## config.mk

```make
export PLATFORM = sky130hd
export DESIGN_NAME = lcd_panel_ctrl
export DESIGN_NICKNAME = d
export VERILOG_FILES = /design/src/rtl/lcd_pkg.sv /design/src/rtl/lcd_id_decode.sv /design/src/rtl/lcd_panel_ctrl.sv
export SDC_FILE = /design/constraint.sdc
export NUM_CORES = 1
export LEC_CHECK = 0
export BUFFER_PORTS_ARGS = -buffer_cell sky130_fd_sc_hd__buf_2
export CORE_MARGIN = 5
export CORE_UTILIZATION = 49
export CTS_CLUSTER_DIAMETER = 150
export CTS_CLUSTER_SIZE = 8
export DETAILED_ROUTE_END_ITERATION = 10
export HOLD_SLACK_MARGIN = 0.03
export PLACE_DENSITY = 0.8
export SLEW_MARGIN = 20
export SYNTH_ARGS = -nofsm -noshare
export SYNTH_HDL_FRONTEND = slang
export SYNTH_SLANG_ARGS = --single-unit
```

## constraint.sdc

```tcl
create_clock -name i_sys_clk -period 3.6 [get_ports i_sys_clk]
set_input_delay 0.72 -clock i_sys_clk [delete_from_list [all_inputs] [get_ports i_sys_clk]]
set_output_delay 0.72 -clock i_sys_clk [all_outputs]
set_load 0.01 [all_outputs]
```

## src/rtl/lcd_pkg.sv

```systemverilog
// Shared types and constants for the LCD power-up sequencer: FSM states, panel IDs and the
// timing record handed to the timing driver.
package lcd_pkg;

  typedef enum logic [2:0] {
    StSettle,
    StSample,
    StDecode,
    StPrst,
    StPon,
    StRun,
    StBlOn
  } state_e;

  localparam logic [15:0] Id4342 = 16'h4342;
  localparam logic [15:0] Id7084 = 16'h7084;
  localparam logic [15:0] Id7016 = 16'h7016;
  localparam logic [15:0] Id4384 = 16'h4384;
  localparam logic [15:0] Id1018 = 16'h1018;

  typedef struct packed {
    logic [1:0]  clk_sel;
    logic [10:0] h_sync;
    logic [10:0] h_back;
    logic [10:0] h_disp;
    logic [10:0] h_total;
    logic [10:0] v_sync;
    logic [10:0] v_back;
    logic [10:0] v_disp;
    logic [10:0] v_total;
  } timing_t;

  localparam timing_t Timing480 = '{
    clk_sel: 2'd0,
    h_sync: 11'd41, h_back: 11'd2, h_disp: 11'd480, h_total: 11'd525,
    v_sync: 11'd10, v_back: 11'd2, v_disp: 11'd272, v_total: 11'd286
  };

  localparam timing_t Timing800 = '{
    clk_sel: 2'd1,
    h_sync: 11'd128, h_back: 11'd88, h_disp: 11'd800, h_total: 11'd1056,
    v_sync: 11'd2, v_back: 11'd33, v_disp: 11'd480, v_total: 11'd525
  };

  localparam timing_t Timing1024 = '{
    clk_sel: 2'd2,
    h_sync: 11'd20, h_back: 11'd140, h_disp: 11'd1024, h_total: 11'd1344,
    v_sync: 11'd3, v_back: 11'd20, v_disp: 11'd600, v_total: 11'd635
  };

  localparam timing_t Timing1280 = '{
    clk_sel: 2'd3,
    h_sync: 11'd10, h_back: 11'd80, h_disp: 11'd1280, h_total: 11'd1440,
    v_sync: 11'd3, v_back: 11'd10, v_disp: 11'd800, v_total: 11'd823
  };

  // Fallback used at reset and for unreadable or unknown straps.
  localparam timing_t TimingDefault = Timing480;

endpackage

```

## src/rtl/lcd_id_decode.sv

```systemverilog
// Combinational lookup from the 3-bit strap code to panel ID and timing record.
module lcd_id_decode
  import lcd_pkg::*;
(
  input  logic [2:0]  i_m,
  output logic [15:0] o_id,
  output timing_t     o_timing,
  output logic        o_known
);

  always_comb begin
    o_id     = Id4342;
    o_timing = TimingDefault;
    o_known  = 1'b0;
    case (i_m)
      3'b000: o_known = 1'b1;
      3'b001: begin
        o_id     = Id7084;
        o_timing = Timing800;
        o_known  = 1'b1;
      end
      3'b010: begin
        o_id     = Id7016;
        o_timing = Timing1024;
        o_known  = 1'b1;
      end
      3'b100: begin
        o_id     = Id4384;
        o_timing = Timing800;
        o_known  = 1'b1;
      end
      3'b101: begin
        o_id     = Id1018;
        o_timing = Timing1280;
        o_known  = 1'b1;
      end
      default: ;
    endcase
  end

endmodule

```

## src/rtl/lcd_panel_ctrl.sv

```systemverilog
// Panel power-up sequencer: releases the RGB bus, debounces the ID straps, latches timing,
// then walks panel reset, driver enable and backlight using one shared down-counter.
module lcd_panel_ctrl
  import lcd_pkg::*;
#(
  parameter int unsigned SETTLE_CYC = 1000,
  parameter int unsigned SAMPLE_GAP = 100,
  parameter int unsigned MAX_TRIES  = 8,
  parameter int unsigned RST_CYC    = 500,
  parameter int unsigned PON_CYC    = 1000,
  parameter int unsigned BL_CYC     = 2000
) (
  input  logic        i_sys_clk,
  input  logic        i_sys_rst,
  input  logic        i_reid,
  input  logic [23:0] i_rgb_in,
  output logic        o_rgb_oe,
  output logic [15:0] o_lcd_id,
  output logic        o_id_valid,
  output logic        o_id_err,
  output logic [1:0]  o_clk_sel,
  output logic [10:0] o_h_sync,
  output logic [10:0] o_h_back,
  output logic [10:0] o_h_disp,
  output logic [10:0] o_h_total,
  output logic [10:0] o_v_sync,
  output logic [10:0] o_v_back,
  output logic [10:0] o_v_disp,
  output logic [10:0] o_v_total,
  output logic        o_lcd_rst,
  output logic        o_drv_en,
  output logic        o_lcd_bl
);

  localparam int unsigned Max1   = (SETTLE_CYC > SAMPLE_GAP) ? SETTLE_CYC : SAMPLE_GAP;
  localparam int unsigned Max2   = (RST_CYC > PON_CYC) ? RST_CYC : PON_CYC;
  localparam int unsigned Max3   = (Max1 > Max2) ? Max1 : Max2;
  localparam int unsigned MaxCyc = (Max3 > BL_CYC) ? Max3 : BL_CYC;
  localparam int unsigned CntW   = $clog2(MaxCyc + 1);
  localparam int unsigned TryW   = $clog2(MAX_TRIES + 1);

  localparam logic [CntW-1:0] SettleLd  = CntW'(SETTLE_CYC - 1);
  localparam logic [CntW-1:0] GapLd     = CntW'(SAMPLE_GAP - 1);
  localparam logic [CntW-1:0] RstLd     = CntW'(RST_CYC - 1);
  localparam logic [CntW-1:0] PonLd     = CntW'(PON_CYC - 1);
  localparam logic [CntW-1:0] BlLd      = CntW'(BL_CYC - 1);
  localparam logic [TryW-1:0] TriesLast = TryW'(MAX_TRIES);

  state_e          r_state, w_state_d;
  logic [CntW-1:0] r_cnt, w_cnt_d;
  logic [2:0]      r_sync1, r_sync2, r_prev_m, r_dec_m;
  logic [TryW-1:0] r_tries, w_tries_d;
  logic [1:0]      r_match, w_match_d;
  logic            r_samp_err;
  logic            w_capture, w_reid_hit, w_locked, w_exhausted;

  logic [15:0]     w_dec_id;
  timing_t         w_dec_timing;
  logic            w_dec_known;

  logic            r_rgb_oe, r_lcd_rst, r_drv_en, r_lcd_bl, r_id_valid, r_id_err;
  logic            w_rgb_oe_d, w_lcd_rst_d, w_drv_en_d, w_lcd_bl_d, w_id_valid_d, w_id_err_d;
  logic [15:0]     r_lcd_id, w_lcd_id_d;
  timing_t         r_timing, w_timing_d;

  logic            w_unused_rgb;
  assign w_unused_rgb = ^{i_rgb_in[22:16], i_rgb_in[14:8], i_rgb_in[6:0]};

  assign w_reid_hit  = i_reid && (r_state == StRun || r_state == StBlOn);
  assign w_capture   = (r_state == StSample) && (r_cnt == '0);
  assign w_match_d   = ((r_tries != '0) && (r_sync2 == r_prev_m)) ? r_match + 2'd1 : 2'd1;
  assign w_tries_d   = r_tries + TryW'(1);
  assign w_locked    = (w_match_d == 2'd3);
  assign w_exhausted = (w_tries_d == TriesLast);

  lcd_id_decode u_id_decode (
    .i_m      (r_dec_m),
    .o_id     (w_dec_id),
    .o_timing (w_dec_timing),
    .o_known  (w_dec_known)
  );

  always_ff @(posedge i_sys_clk or posedge i_sys_rst) begin
    if (i_sys_rst) begin
      r_state <= StSettle;
      r_cnt   <= SettleLd;
    end else begin
      r_state <= w_state_d;
      r_cnt   <= w_cnt_d;
    end
  end

  always_comb begin
    w_state_d = r_state;
    w_cnt_d   = (r_cnt != '0) ? r_cnt - CntW'(1) : r_cnt;
    unique case (r_state)
      StSettle: begin
        if (r_cnt == '0) begin
          w_state_d = StSample;
          w_cnt_d   = '0;
        end
      end
      StSample: begin
        if (w_capture) begin
          if (w_locked || w_exhausted) w_state_d = StDecode;
          else                         w_cnt_d   = GapLd;
        end
      end
      StDecode: begin
        w_state_d = StPrst;
        w_cnt_d   = RstLd;
      end
      StPrst: begin
        if (r_cnt == '0) begin
          w_state_d = StPon;
          w_cnt_d   = PonLd;
        end
      end
      StPon: begin
        if (r_cnt == '0) begin
          w_state_d = StRun;
          w_cnt_d   = BlLd;
        end
      end
      StRun: begin
        if (r_cnt == '0) w_state_d = StBlOn;
      end
      StBlOn: ;
      default: w_state_d = StSettle;
    endcase
    if (w_reid_hit) begin
      w_state_d = StSettle;
      w_cnt_d   = SettleLd;
    end
  end

  // Straps pass two flops before capture; an unresolved run decodes as code 000 with error.
  always_ff @(posedge i_sys_clk or posedge i_sys_rst) begin
    if (i_sys_rst) begin
      r_sync1    <= '0;
      r_sync2    <= '0;
      r_prev_m   <= '0;
      r_dec_m    <= '0;
      r_tries    <= '0;
      r_match    <= '0;
      r_samp_err <= 1'b0;
    end else begin
      r_sync1 <= {i_rgb_in[7], i_rgb_in[15], i_rgb_in[23]};
      r_sync2 <= r_sync1;
      if (r_state == StSettle) begin
        r_tries <= '0;
        r_match <= '0;
      end else if (w_capture) begin
        r_prev_m   <= r_sync2;
        r_tries    <= w_tries_d;
        r_match    <= w_match_d;
        r_dec_m    <= w_locked ? r_sync2 : 3'b000;
        r_samp_err <= !w_locked;
      end
    end
  end

  always_comb begin
    w_rgb_oe_d   = 1'b0;
    w_lcd_rst_d  = 1'b0;
    w_drv_en_d   = 1'b0;
    w_lcd_bl_d   = 1'b0;
    w_id_valid_d = 1'b0;
    w_id_err_d   = r_id_err;
    w_lcd_id_d   = r_lcd_id;
    w_timing_d   = r_timing;
    unique case (r_state)
      StDecode: begin
        w_id_valid_d = 1'b1;
        w_id_err_d   = r_samp_err | ~w_dec_known;
        w_lcd_id_d   = w_dec_id;
        w_timing_d   = w_dec_timing;
      end
      StPrst: w_id_valid_d = 1'b1;
      StPon: begin
        w_id_valid_d = 1'b1;
        w_rgb_oe_d   = 1'b1;
        w_lcd_rst_d  = 1'b1;
      end
      StRun: begin
        w_id_valid_d = 1'b1;
        w_rgb_oe_d   = 1'b1;
        w_lcd_rst_d  = 1'b1;
        w_drv_en_d   = 1'b1;
      end
      StBlOn: begin
        w_id_valid_d = 1'b1;
        w_rgb_oe_d   = 1'b1;
        w_lcd_rst_d  = 1'b1;
        w_drv_en_d   = 1'b1;
        w_lcd_bl_d   = 1'b1;
      end
      default: ;
    endcase
    // Re-read drops bus and panel together; timing and ID hold until the next decode.
    if (w_reid_hit) begin
      w_rgb_oe_d   = 1'b0;
      w_lcd_rst_d  = 1'b0;
      w_drv_en_d   = 1'b0;
      w_lcd_bl_d   = 1'b0;
      w_id_valid_d = 1'b0;
      w_id_err_d   = 1'b0;
    end
  end

  always_ff @(posedge i_sys_clk or posedge i_sys_rst) begin
    if (i_sys_rst) begin
      r_rgb_oe   <= 1'b0;
      r_lcd_rst  <= 1'b0;
      r_drv_en   <= 1'b0;
      r_lcd_bl   <= 1'b0;
      r_id_valid <= 1'b0;
      r_id_err   <= 1'b0;
      r_lcd_id   <= '0;
      r_timing   <= TimingDefault;
    end else begin
      r_rgb_oe   <= w_rgb_oe_d;
      r_lcd_rst  <= w_lcd_rst_d;
      r_drv_en   <= w_drv_en_d;
      r_lcd_bl   <= w_lcd_bl_d;
      r_id_valid <= w_id_valid_d;
      r_id_err   <= w_id_err_d;
      r_lcd_id   <= w_lcd_id_d;
      r_timing   <= w_timing_d;
    end
  end

  assign o_rgb_oe   = r_rgb_oe;
  assign o_lcd_rst  = r_lcd_rst;
  assign o_drv_en   = r_drv_en;
  assign o_lcd_bl   = r_lcd_bl;
  assign o_id_valid = r_id_valid;
  assign o_id_err   = r_id_err;
  assign o_lcd_id   = r_lcd_id;
  assign o_clk_sel  = r_timing.clk_sel;
  assign o_h_sync   = r_timing.h_sync;
  assign o_h_back   = r_timing.h_back;
  assign o_h_disp   = r_timing.h_disp;
  assign o_h_total  = r_timing.h_total;
  assign o_v_sync   = r_timing.v_sync;
  assign o_v_back   = r_timing.v_back;
  assign o_v_disp   = r_timing.v_disp;
  assign o_v_total  = r_timing.v_total;

endmodule

```

==> impl_metrics.csv <==
group,metric,value,unit
critical_path,critPathRequiredTime,3.85,ns
sta,worstMarginPinSlew,0.665,ns
clock_network,clock_sinks,60,
pwr,peak_supply_drop,0.000205,V
final_layout,diodes,0,
clock_network,cts_tree,"done",
critical_path,critPathLaunchType,"register",
final_layout,nNetsFinal,447,
yosys,ys_types,53,
floorplanning,die_area,9070,um2
grt,wire_length_of_the_first_global_routing_pass,11.0,mm
yosys,postSynth.asyncResetShare,1.00,
route,drt_drc_violations_left,0,
critical_path,critical_path_arrival,3.14,ns
final_layout,flow.area_growth_from_synthesis,4.43,%
final_layout,layout.cells.most_common,"sky130_fd_sc_hd__buf_2",
clock_network,tritoncts.num_buffers,9,
grt,grt_max_degree,39,
yosys,adder_and_majority_gate_portion_of_the_synthesized_area,0.0239,
pwr,power_per_cell_area,454,nW/um2
floorplanning,std_cell_rows,31,
placement,dpl.hpwl,4.92,mm
clock_network,clkLatencyLatePin,0.34,ns
floorplanning,fp.dieW,95.3,um
route,drt_first_iter_violations,230,
sta,max_slew_margin,0.556,
sta,report.final.setup_viol,0,
yosys,syn-mean-instance-area,9.16,um2
yosys,synth-seq-cells,60,
yosys,synth-simple-area-share,0.172,
sta,slew_viols_final,0,
critical_path,r2r_setup_slk,0.71,ns
sta,rsz_0062_raised_after_global_routing,"no",
run,timing.max_cap.violations,0,
route,drt-pass1-iter-count,5,
clock_network,post-cts-setup-buffers,0,
yosys,synth_top_family_by_area,"buffers and inverters",
clock_network,post_cts_resize_count,0,
clock_network,maximum_level_of_the_cts_h_tree,3,
placement,gp_congestion,0.827,
final_layout,drive_gt1_frac,0.286,
route,wl,6.67,mm
grt,first_global_vias,2355,
yosys,compound_gate_fraction_of_synth_area,0.128,
sta,max_freq,0.346,GHz
grt,global_route.overflow_total,0,
route,viasPerCell,4.92,
clock_network,cts.reportedPaths.clkPinSlew,0.07,ns
clock_network,clock_tree.buffer_depth,2,
yosys,synth.yosys.seq_area_share,0.427,
sta,tns,0,ns
status,run_status,"complete, no violations",
route,vias,2550,
clock_network,postCtsHoldBufs,0,
critical_path,critPathMaxFanout,15,
yosys,post_synth_xor_area_fraction,0.0320,
yosys,yosysWarnings,0,
placement,place_ws,0.780,ns
sta,postLayoutSetupSlackWorst,0.711,ns
floorplanning,fp.coreArea,7180,um2
critical_path,crit_path_end_kind,"register",
floorplanning,floorplan.initialDensity,0.496,
pwr,power.static_leakage,1.97,nW
yosys,synth_enable_flop_cells,0,
min_path,hold_path.class,"reg2reg",
route,detail-route-antenna-nets,0,
clock_network,cts_root_buffer,"sky130_fd_sc_hd__clkbuf_8",
sta,period_minus_slack,2.89,ns
final_layout,most_frequent_cells_in_the_layout,"sky130_fd_sc_hd__buf_2 (76), sky130_fd_sc_hd__nand2_1 (46), sky130_fd_sc_hd__dfrtp_1 (45)",
sta,layout_worst_path_cycle_share,0.803,
floorplanning,die-height,95.3,um
yosys,netlist_area,3560,um2
route,wire_length_per_cell_after_detailed_routing,12.9,um
critical_path,setup.worst_path.class,"reg2reg",
grt,grt.total_usage,0.155,
floorplanning,num_io_pins,139,
yosys,main_flop_type_after_synthesis,"sky130_fd_sc_hd__dfrtp_1",
grt,antenna_violations_before_repair,0,
sta,finClkSkew,0.00762,ns
sta,final_hold_viols,0,
yosys,mux_cell_area_share_after_synthesis,0.00281,
yosys,synthesis.instances,389,
placement,placement.io_buffers,76,
-- area by class of cell --
class                           instances  area, um2
Tap cell                               99        124
Sequential cell                        60       1520
Fill cell                             650       3460
Clock buffer                           13        169
Inverter                                9       36.3
Clock inverter                          3       45.0
Timing Repair Buffer                   78        395
Multi-Input combinational cell        256       1430
-- logic make-up after synthesis --
kind of cell	count (synthesis)
AO/OA/AOI/OAI	66
XOR/XNOR	13
adder cells (fa/ha/maj)	7
buffers and inverters	112
flip-flops	60
multiplexers	1
other	2
AND/OR/NAND/NOR	128
-- where the power goes --
group          switching, W  leakage [nW]  internal (W)  total, W
Sequential        0.0000688         0.758      0.000746  0.000815
Clock              0.000258         0.102      0.000376  0.000634
Combinational      0.000132          1.11      0.000108  0.000240
Total              0.000459          1.97       0.00123   0.00169
-- routing by layer --
metal,up-vias,GRT usage,wire [um],part of all wire
li1,1236,-,-,-
met3,11,0.0292,533,0.080
met4,0,0.0913,112,0.017
met5,-,0,0,0
met1,1201,0.193,2710,0.41
met2,102,0.251,3310,0.50
-- synthesized netlist by cell type (3+ instances only) --
| master | count | share of area |
|---|---|---|
| sky130_fd_sc_hd__inv_1 | 8 | 0.0084 |
| sky130_fd_sc_hd__nand2_1 | 46 | 0.048 |
| sky130_fd_sc_hd__a21o_1 | 3 | 0.0063 |
| sky130_fd_sc_hd__buf_4 | 85 | 0.18 |
| sky130_fd_sc_hd__nor2_1 | 35 | 0.037 |
| sky130_fd_sc_hd__nand4_1 | 3 | 0.0053 |
| sky130_fd_sc_hd__nand3_1 | 11 | 0.015 |
| sky130_fd_sc_hd__dfstp_2 | 15 | 0.11 |
| sky130_fd_sc_hd__o21a_1 | 7 | 0.015 |
| sky130_fd_sc_hd__ha_1 | 6 | 0.021 |
| sky130_fd_sc_hd__o22ai_1 | 3 | 0.0053 |
| sky130_fd_sc_hd__nor3_1 | 11 | 0.015 |
| sky130_fd_sc_hd__o21ai_0 | 18 | 0.025 |
| sky130_fd_sc_hd__nand2b_1 | 5 | 0.0088 |
| sky130_fd_sc_hd__xnor2_1 | 5 | 0.012 |
| sky130_fd_sc_hd__xor2_1 | 8 | 0.020 |
| sky130_fd_sc_hd__dfrtp_1 | 45 | 0.32 |
| sky130_fd_sc_hd__nor2b_1 | 4 | 0.0070 |
| sky130_fd_sc_hd__a21oi_1 | 10 | 0.014 |
| sky130_fd_sc_hd__a22o_2 | 3 | 0.0084 |
| sky130_fd_sc_hd__clkbuf_1 | 15 | 0.016 |
| sky130_fd_sc_hd__a221oi_1 | 3 | 0.0074 |
-- sequential cells by signal (all words and copies together), names as in the netlist, 2 cells and up --
| register | cells |
|---|---|
| r_cnt | 11 |
| o_h_disp | 3 |
| r_match | 2 |
| r_tries | 4 |
| r_sync1 | 3 |
| r_sync2 | 3 |
| r_state | 3 |
| o_h_sync | 4 |
| r_prev_m | 3 |
| o_lcd_id | 9 |
| o_v_total | 3 |
| r_dec_m | 3 |
-- metrics by stage --
step                 util  total power, W  instance area, um2  hold slack, ns  instances
finish              0.518         0.00169                3720           0.348        518
global placement    0.489         0.00105                3510           0.334        502
floorplan               -         0.00105                3710           0.331        428
CTS                 0.518         0.00171                3720           0.351        518
detailed placement  0.489         0.00106                3510           0.335        502
global route        0.518         0.00179                3720           0.354        518
-- critical path, stage by stage (launching register included) --
cell and delay [ns]:
sky130_fd_sc_hd__dfstp_2 0.39, sky130_fd_sc_hd__inv_1 0.14, sky130_fd_sc_hd__ha_1 0.19, sky130_fd_sc_hd__nor4b_2 0.35, sky130_fd_sc_hd__and3_1 0.48, sky130_fd_sc_hd__inv_4 0.17
sky130_fd_sc_hd__ha_1 0.33, sky130_fd_sc_hd__maj3_1 0.35, sky130_fd_sc_hd__a222oi_1 0.23, sky130_fd_sc_hd__nor2_1 0.08, sky130_fd_sc_hd__o21ai_0 0.08
-- path summary, 6_finish.rpt --
kind                       cells past startpoint     endpoint        from
setup / recovery                              10     r_cnt[0]    r_cnt[1]
hold / removal                                 0   r_sync2[1]  r_sync1[1]
setup reg to reg                              10     r_cnt[0]    r_cnt[1]
hold reg to reg                                0   r_sync2[1]  r_sync1[1]
max in group asynchronous                      3  o_h_sync[5]   i_sys_rst
min in group asynchronous                      2   r_sync2[0]   i_sys_rst
(Power assumes the default switching activity.)
